File: src/rtl/spi_slave_ctrl.sv
// spi_slave_ctrl
//   SPI slave front end for the single-port RAM command stage. While SS_n is
//   low it deserialises one (TX_WIDTH+2)-bit command word from MOSI (one bit
//   per clk, MSB first) and presents it on rx_data with a one-cycle rx_valid
//   strobe. In a read-data frame it latches the RAM's read byte on tx_valid
//   and shifts it out on MISO, MSB first.
// Ports
//   clk       in   system clock, rising edge
//   rst_n     in   asynchronous active-low reset
//   MOSI      in   serial data in
//   SS_n      in   slave select, active-low; high forces IDLE
//   tx_data   in   [TX_WIDTH-1:0] read byte from the RAM
//   tx_valid  in   strobe qualifying tx_data
//   rx_data   out  [TX_WIDTH+1:0] last complete word, top two bits = command
//   rx_valid  out  one-cycle strobe, rx_data is new
//   MISO      out  serial data out, 0 when not transmitting
module spi_slave_ctrl #(
  parameter int TX_WIDTH = 8
) (
  input  logic                clk,
  input  logic                rst_n,
  input  logic                MOSI,
  input  logic                SS_n,
  input  logic [TX_WIDTH-1:0] tx_data,
  input  logic                tx_valid,
  output logic [TX_WIDTH+1:0] rx_data,
  output logic                rx_valid,
  output logic                MISO
);

  localparam int RX_W  = TX_WIDTH + 2;
  localparam int RXC_W = $clog2(RX_W + 1);
  localparam int TXC_W = (TX_WIDTH > 1) ? $clog2(TX_WIDTH) : 1;

  localparam logic [RXC_W-1:0] RX_ONE  = RXC_W'(1);
  localparam logic [RXC_W-1:0] RX_LAST = RXC_W'(RX_W - 1);
  localparam logic [RXC_W-1:0] RX_FULL = RXC_W'(RX_W);
  localparam logic [TXC_W-1:0] TX_TOP  = TXC_W'(TX_WIDTH - 1);
  localparam logic [TXC_W-1:0] TX_ZERO = TXC_W'(0);

  typedef enum logic [2:0] {
    IDLE      = 3'd0,
    CHK_CMD   = 3'd1,
    WRITE     = 3'd2,
    READ_ADD  = 3'd3,
    READ_DATA = 3'd4
  } state_e;

  state_e              state_q,    state_d;
  logic [RXC_W-1:0]    rx_cnt_q,   rx_cnt_d;
  logic [RX_W-1:0]     rx_shift_q, rx_shift_d;
  logic [RX_W-1:0]     rx_data_q,  rx_data_d;
  logic                rx_valid_q, rx_valid_d;
  logic                rd_seen_q,  rd_seen_d;
  logic [TXC_W-1:0]    tx_cnt_q,   tx_cnt_d;
  logic [TX_WIDTH-1:0] tx_shift_q, tx_shift_d;
  logic                tx_busy_q,  tx_busy_d;
  logic                miso_q,     miso_d;

  // Next-state logic for the frame FSM, the RX deserialiser and the TX serialiser.
  always_comb begin
    state_d    = state_q;
    rx_cnt_d   = rx_cnt_q;
    rx_shift_d = rx_shift_q;
    rx_data_d  = rx_data_q;
    rx_valid_d = 1'b0;
    rd_seen_d  = rd_seen_q;
    tx_cnt_d   = tx_cnt_q;
    tx_shift_d = tx_shift_q;
    tx_busy_d  = tx_busy_q;

    if ((state_q != IDLE) && SS_n) begin
      // Deselect mid-frame: drop any partial word and stop transmitting.
      state_d   = IDLE;
      rx_cnt_d  = '0;
      tx_busy_d = 1'b0;
    end else begin
      case (state_q)
        IDLE: begin
          rx_cnt_d = '0;
          if (!SS_n) begin
            state_d = CHK_CMD;
          end else begin
            state_d = IDLE;
          end
        end

        CHK_CMD: begin
          rx_shift_d         = '0;
          rx_shift_d[RX_W-1] = MOSI;
          rx_cnt_d           = RX_ONE;
          if (!MOSI) begin
            state_d = WRITE;
          end else if (rd_seen_q) begin
            state_d = READ_DATA;
          end else begin
            state_d = READ_ADD;
          end
        end

        WRITE, READ_ADD, READ_DATA: begin
          // Bits beyond a full word are ignored until the master deselects.
          if (rx_cnt_q != RX_FULL) begin
            rx_shift_d[RX_LAST - rx_cnt_q] = MOSI;
            rx_cnt_d = rx_cnt_q + RX_ONE;
            if (rx_cnt_q == RX_LAST) begin
              rx_data_d  = rx_shift_d;
              rx_valid_d = 1'b1;
              if (state_q == READ_ADD) begin
                rd_seen_d = 1'b1;
              end else if (state_q == READ_DATA) begin
                rd_seen_d = 1'b0;
              end else begin
                rd_seen_d = rd_seen_q;
              end
            end else begin
              rx_valid_d = 1'b0;
            end
          end else begin
            rx_cnt_d = rx_cnt_q;
          end

          // TX runs independently of RX; a new byte is only accepted when idle.
          if (tx_busy_q) begin
            if (tx_cnt_q == TX_ZERO) begin
              tx_busy_d = 1'b0;
            end else begin
              tx_cnt_d = tx_cnt_q - TXC_W'(1);
            end
          end else if (tx_valid && (state_q == READ_DATA)) begin
            tx_shift_d = tx_data;
            tx_cnt_d   = TX_TOP;
            tx_busy_d  = 1'b1;
          end else begin
            tx_busy_d = 1'b0;
          end
        end

        default: begin
          state_d   = IDLE;
          tx_busy_d = 1'b0;
        end
      endcase
    end

    // MISO is registered, so it is computed from the next TX state.
    if (tx_busy_d) begin
      miso_d = tx_shift_d[tx_cnt_d];
    end else begin
      miso_d = 1'b0;
    end
  end

  // State and output registers.
  always_ff @(posedge clk or negedge rst_n) begin
    if (!rst_n) begin
      state_q    <= IDLE;
      rx_cnt_q   <= '0;
      rx_shift_q <= '0;
      rx_data_q  <= '0;
      rx_valid_q <= 1'b0;
      rd_seen_q  <= 1'b0;
      tx_cnt_q   <= '0;
      tx_shift_q <= '0;
      tx_busy_q  <= 1'b0;
      miso_q     <= 1'b0;
    end else begin
      state_q    <= state_d;
      rx_cnt_q   <= rx_cnt_d;
      rx_shift_q <= rx_shift_d;
      rx_data_q  <= rx_data_d;
      rx_valid_q <= rx_valid_d;
      rd_seen_q  <= rd_seen_d;
      tx_cnt_q   <= tx_cnt_d;
      tx_shift_q <= tx_shift_d;
      tx_busy_q  <= tx_busy_d;
      miso_q     <= miso_d;
    end
  end

  assign rx_data  = rx_data_q;
  assign rx_valid = rx_valid_q;
  assign MISO     = miso_q;

endmodule
File: config.mk
export PLATFORM = sky130hd
export DESIGN_NAME = spi_slave_ctrl
export DESIGN_NICKNAME = d
export VERILOG_FILES = /design/src/rtl/spi_slave_ctrl.sv
export SDC_FILE = /design/constraint.sdc
export NUM_CORES = 1
export LEC_CHECK = 0
export ABC_AREA = 1
export ABC_CLOCK_PERIOD_IN_PS = 3100
export CORE_UTILIZATION = 60
export CTS_CLUSTER_DIAMETER = 150
export DETAILED_ROUTE_END_ITERATION = 8
export GPL_TIMING_DRIVEN = 0
export PLACE_DENSITY = 0.84
export SYNTH_ARGS = -nofsm -noshare
export SYNTH_HDL_FRONTEND = slang
export SYNTH_SLANG_ARGS = --single-unit
File: constraint.sdc
create_clock -name clk -period 3.1 [get_ports clk]
set_clock_uncertainty 0.15 [all_clocks]
set_input_delay 0.62 -clock clk [delete_from_list [all_inputs] [get_ports clk]]
set_output_delay 0.62 -clock clk [all_outputs]
set_load 0.05 [all_outputs]
Yosys cells after proc, flatten, opt, wreduce, memory -nomap -nowiden
Index checks and enable logic that the tools add are counted.
{"block": "word_totals", "elab_cells": 77, "n_memories": 0, "mem_bits_rw": 0, "latch_bits": 0, "inputBits": 13, "register_bits": 42, "romBits": 0, "out_inout_bits": 12}
{"block": "classes", "n_mux": 36, "n_div": 0, "n_reduce_logical": 15, "n_eq_ne": 9, "add_sub_neg": 3, "bitwise_logic": 1, "magnitude_cmp": 3, "n_mul": 0, "shift": 0}
{"cell": "2-to-1 mux 8 bit", "count": 4}
{"cell": "2-to-1 mux 3 bit", "count": 8}
{"cell": "one-hot mux 10 bit (2 select lines)", "count": 1}
{"cell": "2-to-1 mux 1 bit", "count": 14}
{"cell": "one-hot mux 4 bit (3 select lines)", "count": 1}
{"cell": "bitwise mux 10 bit", "count": 1}
{"cell": "2-to-1 mux 10 bit", "count": 1}
{"cell": "one-hot mux 3 bit (3 select lines)", "count": 1}
{"cell": "2-to-1 mux 4 bit", "count": 2}
{"cell": "== test 3 x 2 -> 1 bit (second input constant)", "count": 2}
{"cell": "logical NOT 3 bit", "count": 2}
{"cell": "less-than comparator 4 x 5 -> 1 bit (second input constant)", "count": 1}
{"cell": "AND reduction 5 bit", "count": 1}
{"cell": "adder 4 x 1 -> 4 bit (second input constant)", "count": 1}
{"cell": "demux 1 bit (select 4 bit)", "count": 1}
{"cell": "== test 4 bit (second input constant)", "count": 1}
{"cell": "greater-or-equal comparator 4 x 1 -> 1 bit (second input constant)", "count": 1}
{"cell": "less-than comparator 3 x 4 -> 1 bit (second input constant)", "count": 1}
{"cell": "inequality test 2 bit (second input constant)", "count": 2}
{"cell": "inequality test 4 bit (second input constant)", "count": 1}
{"cell": "AND reduction 4 bit", "count": 1}
{"cell": "nonzero test 2 bit", "count": 2}
{"cell": "nonzero test 4 bit", "count": 1}
{"cell": "subtractor 4 bit (first input constant)", "count": 1}
{"cell": "other kinds (13)", "count": 15}

Longest topological paths before layout
{"block": "depth", "ltp_word": 9, "depth_mapped": 15, "depth_no_buf": 15}

Least setup slack after synthesis
No wires, ideal clock.
{"block": "synth_timing", "path_kind": "register to register", "start": "reg rx_cnt_q[0]", "end": "reg rx_data_q[0] (netlist: rx_data[0])", "setup_slack_ps": 1329, "t_arrival_ps": 1538, "path_buffers": 1, "stages_incl_launch_ff": 10, "period_less_slack_ps": 1771, "setup_ps": 83, "required_ps": 2867, "path_cell_list": "dfrtp_1 -> inv_1 -> ha_1 -> inv_1 -> nor3_1 -> nor2_1 -> nand2_1 -> buf_2 -> nand2_1 -> o21ai_0"}
{"block": "synth_between", "elab_chain_cells": 6, "word_cells_on_any_way": 10, "cone_classes": "1 x add/sub; 2 x order compare; 2 x eq/ne; 3 x mux; 2 x reduce/logical"}
{"item": "start, declared", "line": "50", "rtl": "logic [RXC_W-1:0] rx_cnt_q, rx_cnt_d;"}
{"item": "start signal, assigned", "line": "169", "rtl": "rx_cnt_q <= rx_cnt_d;"}
{"item": "subtractor 4 bit", "line": "104", "rtl": "rx_shift_d[RX_LAST - rx_cnt_q] = MOSI;"}
{"item": "less-than comparator 4 x 5 -> 1 bit (not written as such) or greater-or-equal comparator 4 x 1 -> 1 bit (tied branches)", "line": "104"}
{"item": "logical AND 1 bit (not written as such)", "line": "104"}
{"item": "2-to-1 mux 1 bit (not written as such)", "line": "104"}
{"item": "demux 1 bit (select 4 bit)", "line": "104"}
{"item": "bitwise mux 10 bit", "line": "104"}
{"item": "end signal, assigned", "line": "171", "rtl": "rx_data_q <= rx_data_d;"}
{"item": "end, declared", "line": "52", "rtl": "logic [RX_W-1:0] rx_data_q, rx_data_d;"}
Parallel ways exist; a longest one is shown, timed or not.
A chain may end at the register's enable or synchronous reset.

Final worst setup path
{"block": "layout_timing", "start": "reg rx_cnt_q[0]", "end": "reg rx_data_q[4] (netlist: rx_data[4])"}
The elaborated chain is that of the path after synthesis.

==> results.md <==
- The run finished with clean final reports.
- After detailed routing, the average wire length per cell comes to between 10 and 15 µm.
- By count the netlist is led by sky130_fd_sc_hd__nand2_1 (77), sky130_fd_sc_hd__inv_1 (57), sky130_fd_sc_hd__dfrtp_1 (42).
- During placement, the flow inserted port buffers numbering 24.
- Across all register-to-register paths, the minimum setup slack is approximately 0.8 ns.
- The number of rows in the core area is 21.
- The total global routing track utilization is 25.0%.
- The non-filler instance count after layout is ~370.
- In the final layout, the share of cells above drive strength 1 is about 7.9%.
- For this run, the leading register cell type out of synthesis is sky130_fd_sc_hd__dfrtp_1.
- In this run the horizontal extent of the chip is 63.5 µm.
- After routing the design area is 2690 µm².
- The worst max-slew margin expressed relative to the limit is between 60 and 70%.
- The standard cell area after detailed placement is about 2600 µm².
- The H-tree level count is 2.
- The post-synthesis instance area is between 2000 and 2500 µm².
- The startpoint-to-endpoint class of the critical path is flip-flop to flip-flop.
- The kind of path behind the tightest hold check is input pin to async pin.
- The top cell type by total area after synthesis is sky130_fd_sc_hd__dfrtp_1.
- Traced cell by cell, the critical path runs through inv_1, ha_1, inv_1, nor3_1, nor2_1, nand2_1, buf_2, nand2_1, o21ai_0.
- The count of maximum capacitance violations is 0.
- The number of buffers created by CTS is 5.
- The transition time of the tightest slew-check pin is 0.499 ns.
- The worst endpoint required time is between 3 and 4 ns.
- Using the TritonRoute via totals, the vias-per-cell ratio works out to between 5 and 6.
- The core area is 3470 µm².
- For this configuration, the core starts out at a cell density of 65.3%.
- The number of global-route vias before repair is 1,834.
- The final global-route overflow total is 0.
- The wire length of the first global-routing pass is around 7900 µm.
- The cell at the root of the clock tree is sky130_fd_sc_hd__clkbuf_8.
- Final hold analysis gives a worst-case slack of 0.0972 ns.
- The final-report max-slew violation count is 0.
- Dividing the final minimum period by the clock period gives 74.3%.
- In this run the static leakage power is roughly 1.3 nW.
- The category of the worst setup path capture point is a flip-flop.
- The register bit count reported by yosys is 42.
- The post-layout utilization of the core is 77.5%.
- The stage delay of the slowest cell on the critical path is ~0.48 ns.
- The slowest cell on the critical path is sky130_fd_sc_hd__dfrtp_1.
- The hold violation count in the final report is 0.
- The number of warnings printed during yosys synthesis is 0.
- Entering global routing, the biggest net connects 28 pins.
- The clock tree from TritonCTS is yes.
- The cell count after synthesis is 295.
- The sum of routed wire length over all layers is 4540 µm.
- The synthesized design devotes to its leading area cell type 46.4% of total area.
- The cell total after placement is 366.
- The half-perimeter wire length after placement is 3430 µm.
- The reg-to-reg critical path startpoint is rx_cnt_q[0]$_DFFE_PN0P_.
- For this design the ratio of total power to cell area is between 400 and 500 nW/µm².
- The length of the first detailed-routing pass in iterations is 4.
- The most frequent cell after synthesis is sky130_fd_sc_hd__nand2_1.
- By area the synthesized netlist is led by sky130_fd_sc_hd__dfrtp_1 (46%), sky130_fd_sc_hd__nand2_1 (13%), sky130_fd_sc_hd__inv_1 (9.4%), sky130_fd_sc_hd__o21ai_0 (4.9%), sky130_fd_sc_hd__ha_1 (4.4%).
- The worst path in the final design needs a cycle of 2.30 ns, including I/O delays and setup.
- The worst setup path is launched from a flip-flop.
- The growth of design area from synthesis to finish is 18.7%.
- The clock-pin slew of the registers on the worst-case setup and hold paths is roughly 0.080 ns.
- The count of endpoints failing setup in the final report is 0.
- The final layout net count is about 350.
- For the worst flop-to-flop path, the logic depth is 9.
- The arrival time of the worst setup path is 2.34 ns.
- The die boundary height is 63.5 µm.
- The clock tree buffer depth is 2.
- The number of I/O pins is 25.
- The final total negative setup slack is 0 ns.
- The total nets after synthesis is 316.
- The critical register-to-register path endpoint is rx_data[4]$_DFFE_PN0P_.
- VDD sags by at most just over 0.3 mV.
- The area of the die is 4030 µm².
- The total clock sinks is 42.
- The number of enable flip-flop cells after synthesis is 0.
- The number of antenna violations at the first check in global routing is 0.
- The register area share after synthesis is 46.4%.
- The violation count after the first detailed-route iteration is between 100 and 150.
- Setup repair after global routing left no endpoint under its margin.
- The synthesized netlist contains 29 unique library cells.
- The mean instance size in the synthesized netlist is about 7.7 µm².
- Gates resized during post-CTS repair numbered 0.
- The overall via count from detail_route is 1,918.
- The global placer's final weighted congestion is roughly 0.88.
- Once the clock tree was built, the setup fixing pass inserted 0 buffers.
- For this design, the CTS-stage hold fixing added 0 buffers.
- The top fanout value on the critical path is 10.
- The repair_antennas step left the layout with diodes totalling 0.
- The total DRC errors in the routed layout is 0.
- The insertion delay of the later-clocked pin in the worst-skew pair is 0.29 ns.
- For this run, asynchronously set or reset flops after synthesis account for 100%.
- The post-route antenna net violation count is 0.
- Based on the critical path, the design can be clocked at up to 0.434 GHz.
-- registers in the layout, indices dropped and copies added (netlist names) --
name and flops:
tx_shift_q 8, rx_data 10, state_q 3, rx_shift_q 10, rx_cnt_q 4, tx_busy_q 1, rx_valid 1, rd_seen_q 1
MISO 1, tx_cnt_q 3
-- per-layer routing --
| metal | part of all wire [%] | track usage (%) | routed length, µm | vias to the layer above |
|---|---|---|---|---|
| li1 | - | - | - | 989 |
| met1 | 43 | 28.9 | 1960 | 868 |
| met2 | 52 | 45.2 | 2340 | 53 |
| met3 | 3.4 | 3.80 | 156 | 8 |
| met4 | 1.7 | 11.1 | 78 | 0 |
| met5 | 0 | 0 | 0 | - |
-- stage by stage --
| stage | setup slack, ns | power (W) |
|---|---|---|
| floorplan | 1.33 | 0.000772 |
| global placement | 0.193 | 0.000836 |
| detailed placement | 0.579 | 0.000848 |
| CTS | 0.840 | 0.00127 |
| global route | 0.555 | 0.00132 |
| finish | 0.798 | 0.00126 |
-- worst max-delay path by stage --
stage	cells after the start	endpoint	start
floorplan	9	rx_data[0]$_DFFE_PN0P_	rx_cnt_q[0]$_DFFE_PN0P_
global placement	1	tx_shift_q[6]$_DFF_PN0_	rst_n
detailed placement	8	rx_data[4]$_DFFE_PN0P_	SS_n
CTS	9	rx_data[4]$_DFFE_PN0P_	rx_cnt_q[0]$_DFFE_PN0P_
global route	9	rx_data[4]$_DFFE_PN0P_	rx_cnt_q[0]$_DFFE_PN0P_
finish	9	rx_data[4]$_DFFE_PN0P_	rx_cnt_q[0]$_DFFE_PN0P_
-- critical path: cells and delay by family (launching register included) --
| kind | cells | cell delay (ns) |
|---|---|---|
| AO/OA/AOI/OAI | 1 | 0.10 |
| adder cells (fa/ha/maj) | 1 | 0.16 |
| buffers and inverters | 3 | 0.50 |
| flip-flops | 1 | 0.48 |
| AND/OR/NAND/NOR | 4 | 0.82 |
-- where the power goes --
part | leakage [nW] | switching [W] | internal (W)
Sequential | 0.559 | 0.0000227 | 0.000572
Combinational | 0.703 | 0.000160 | 0.0000865
Clock | 0.0514 | 0.000176 | 0.000240
Total | 1.31 | 0.000359 | 0.000899
-- cell type report --
type	count	area, µm²
Fill cell	251	779
Clock buffer	6	72.6
Clock inverter	2	37.5
Buffer	5	40.0
Sequential cell	42	1050
Tap cell	46	57.6
Multi-Input combinational cell	189	953
Inverter	59	221
Timing Repair Buffer	25	255
-- placed cells by master (no fill, tap or decap), types with 2 or more instances in the layout --
cell type / synthesis / layout
sky130_fd_sc_hd__nor2_2: 2 / 2
sky130_fd_sc_hd__o22ai_1: 7 / 7
sky130_fd_sc_hd__nand3_1: 18 / 18
sky130_fd_sc_hd__inv_2: 2 / 2
sky130_fd_sc_hd__clkbuf_8: 0 / 5
sky130_fd_sc_hd__nand2_1: 77 / 77
sky130_fd_sc_hd__clkdlybuf4s50_1: 0 / 23
sky130_fd_sc_hd__ha_1: 8 / 8
sky130_fd_sc_hd__nor2_1: 21 / 21
sky130_fd_sc_hd__o31ai_1: 3 / 3
sky130_fd_sc_hd__o21ai_0: 22 / 22
sky130_fd_sc_hd__dfrtp_1: 42 / 42
sky130_fd_sc_hd__o21ai_1: 3 / 3
sky130_fd_sc_hd__nor3_1: 7 / 7
sky130_fd_sc_hd__nand2_2: 3 / 3
sky130_fd_sc_hd__buf_2: 2 / 3
sky130_fd_sc_hd__inv_1: 57 / 57
sky130_fd_sc_hd__clkbuf_1: 1 / 2
sky130_fd_sc_hd__a21oi_1: 6 / 6
sky130_fd_sc_hd__nand2_4: 3 / 3
-- cell families (layout without fill, tap and decap cells) --
kind of cell | count (synthesis) | in the layout | share of synthesized area [%]
compound gates | 47 | 47 | 11.9
xor+xnor | 1 | 1 | 0.387
fa+ha+maj | 8 | 8 | 4.42
buf+inv | 64 | 97 | 11.5
flops | 42 | 42 | 46.4
simple gates | 133 | 133 | 25.4
No activity file was read; power rests on OpenSTA's default activity.
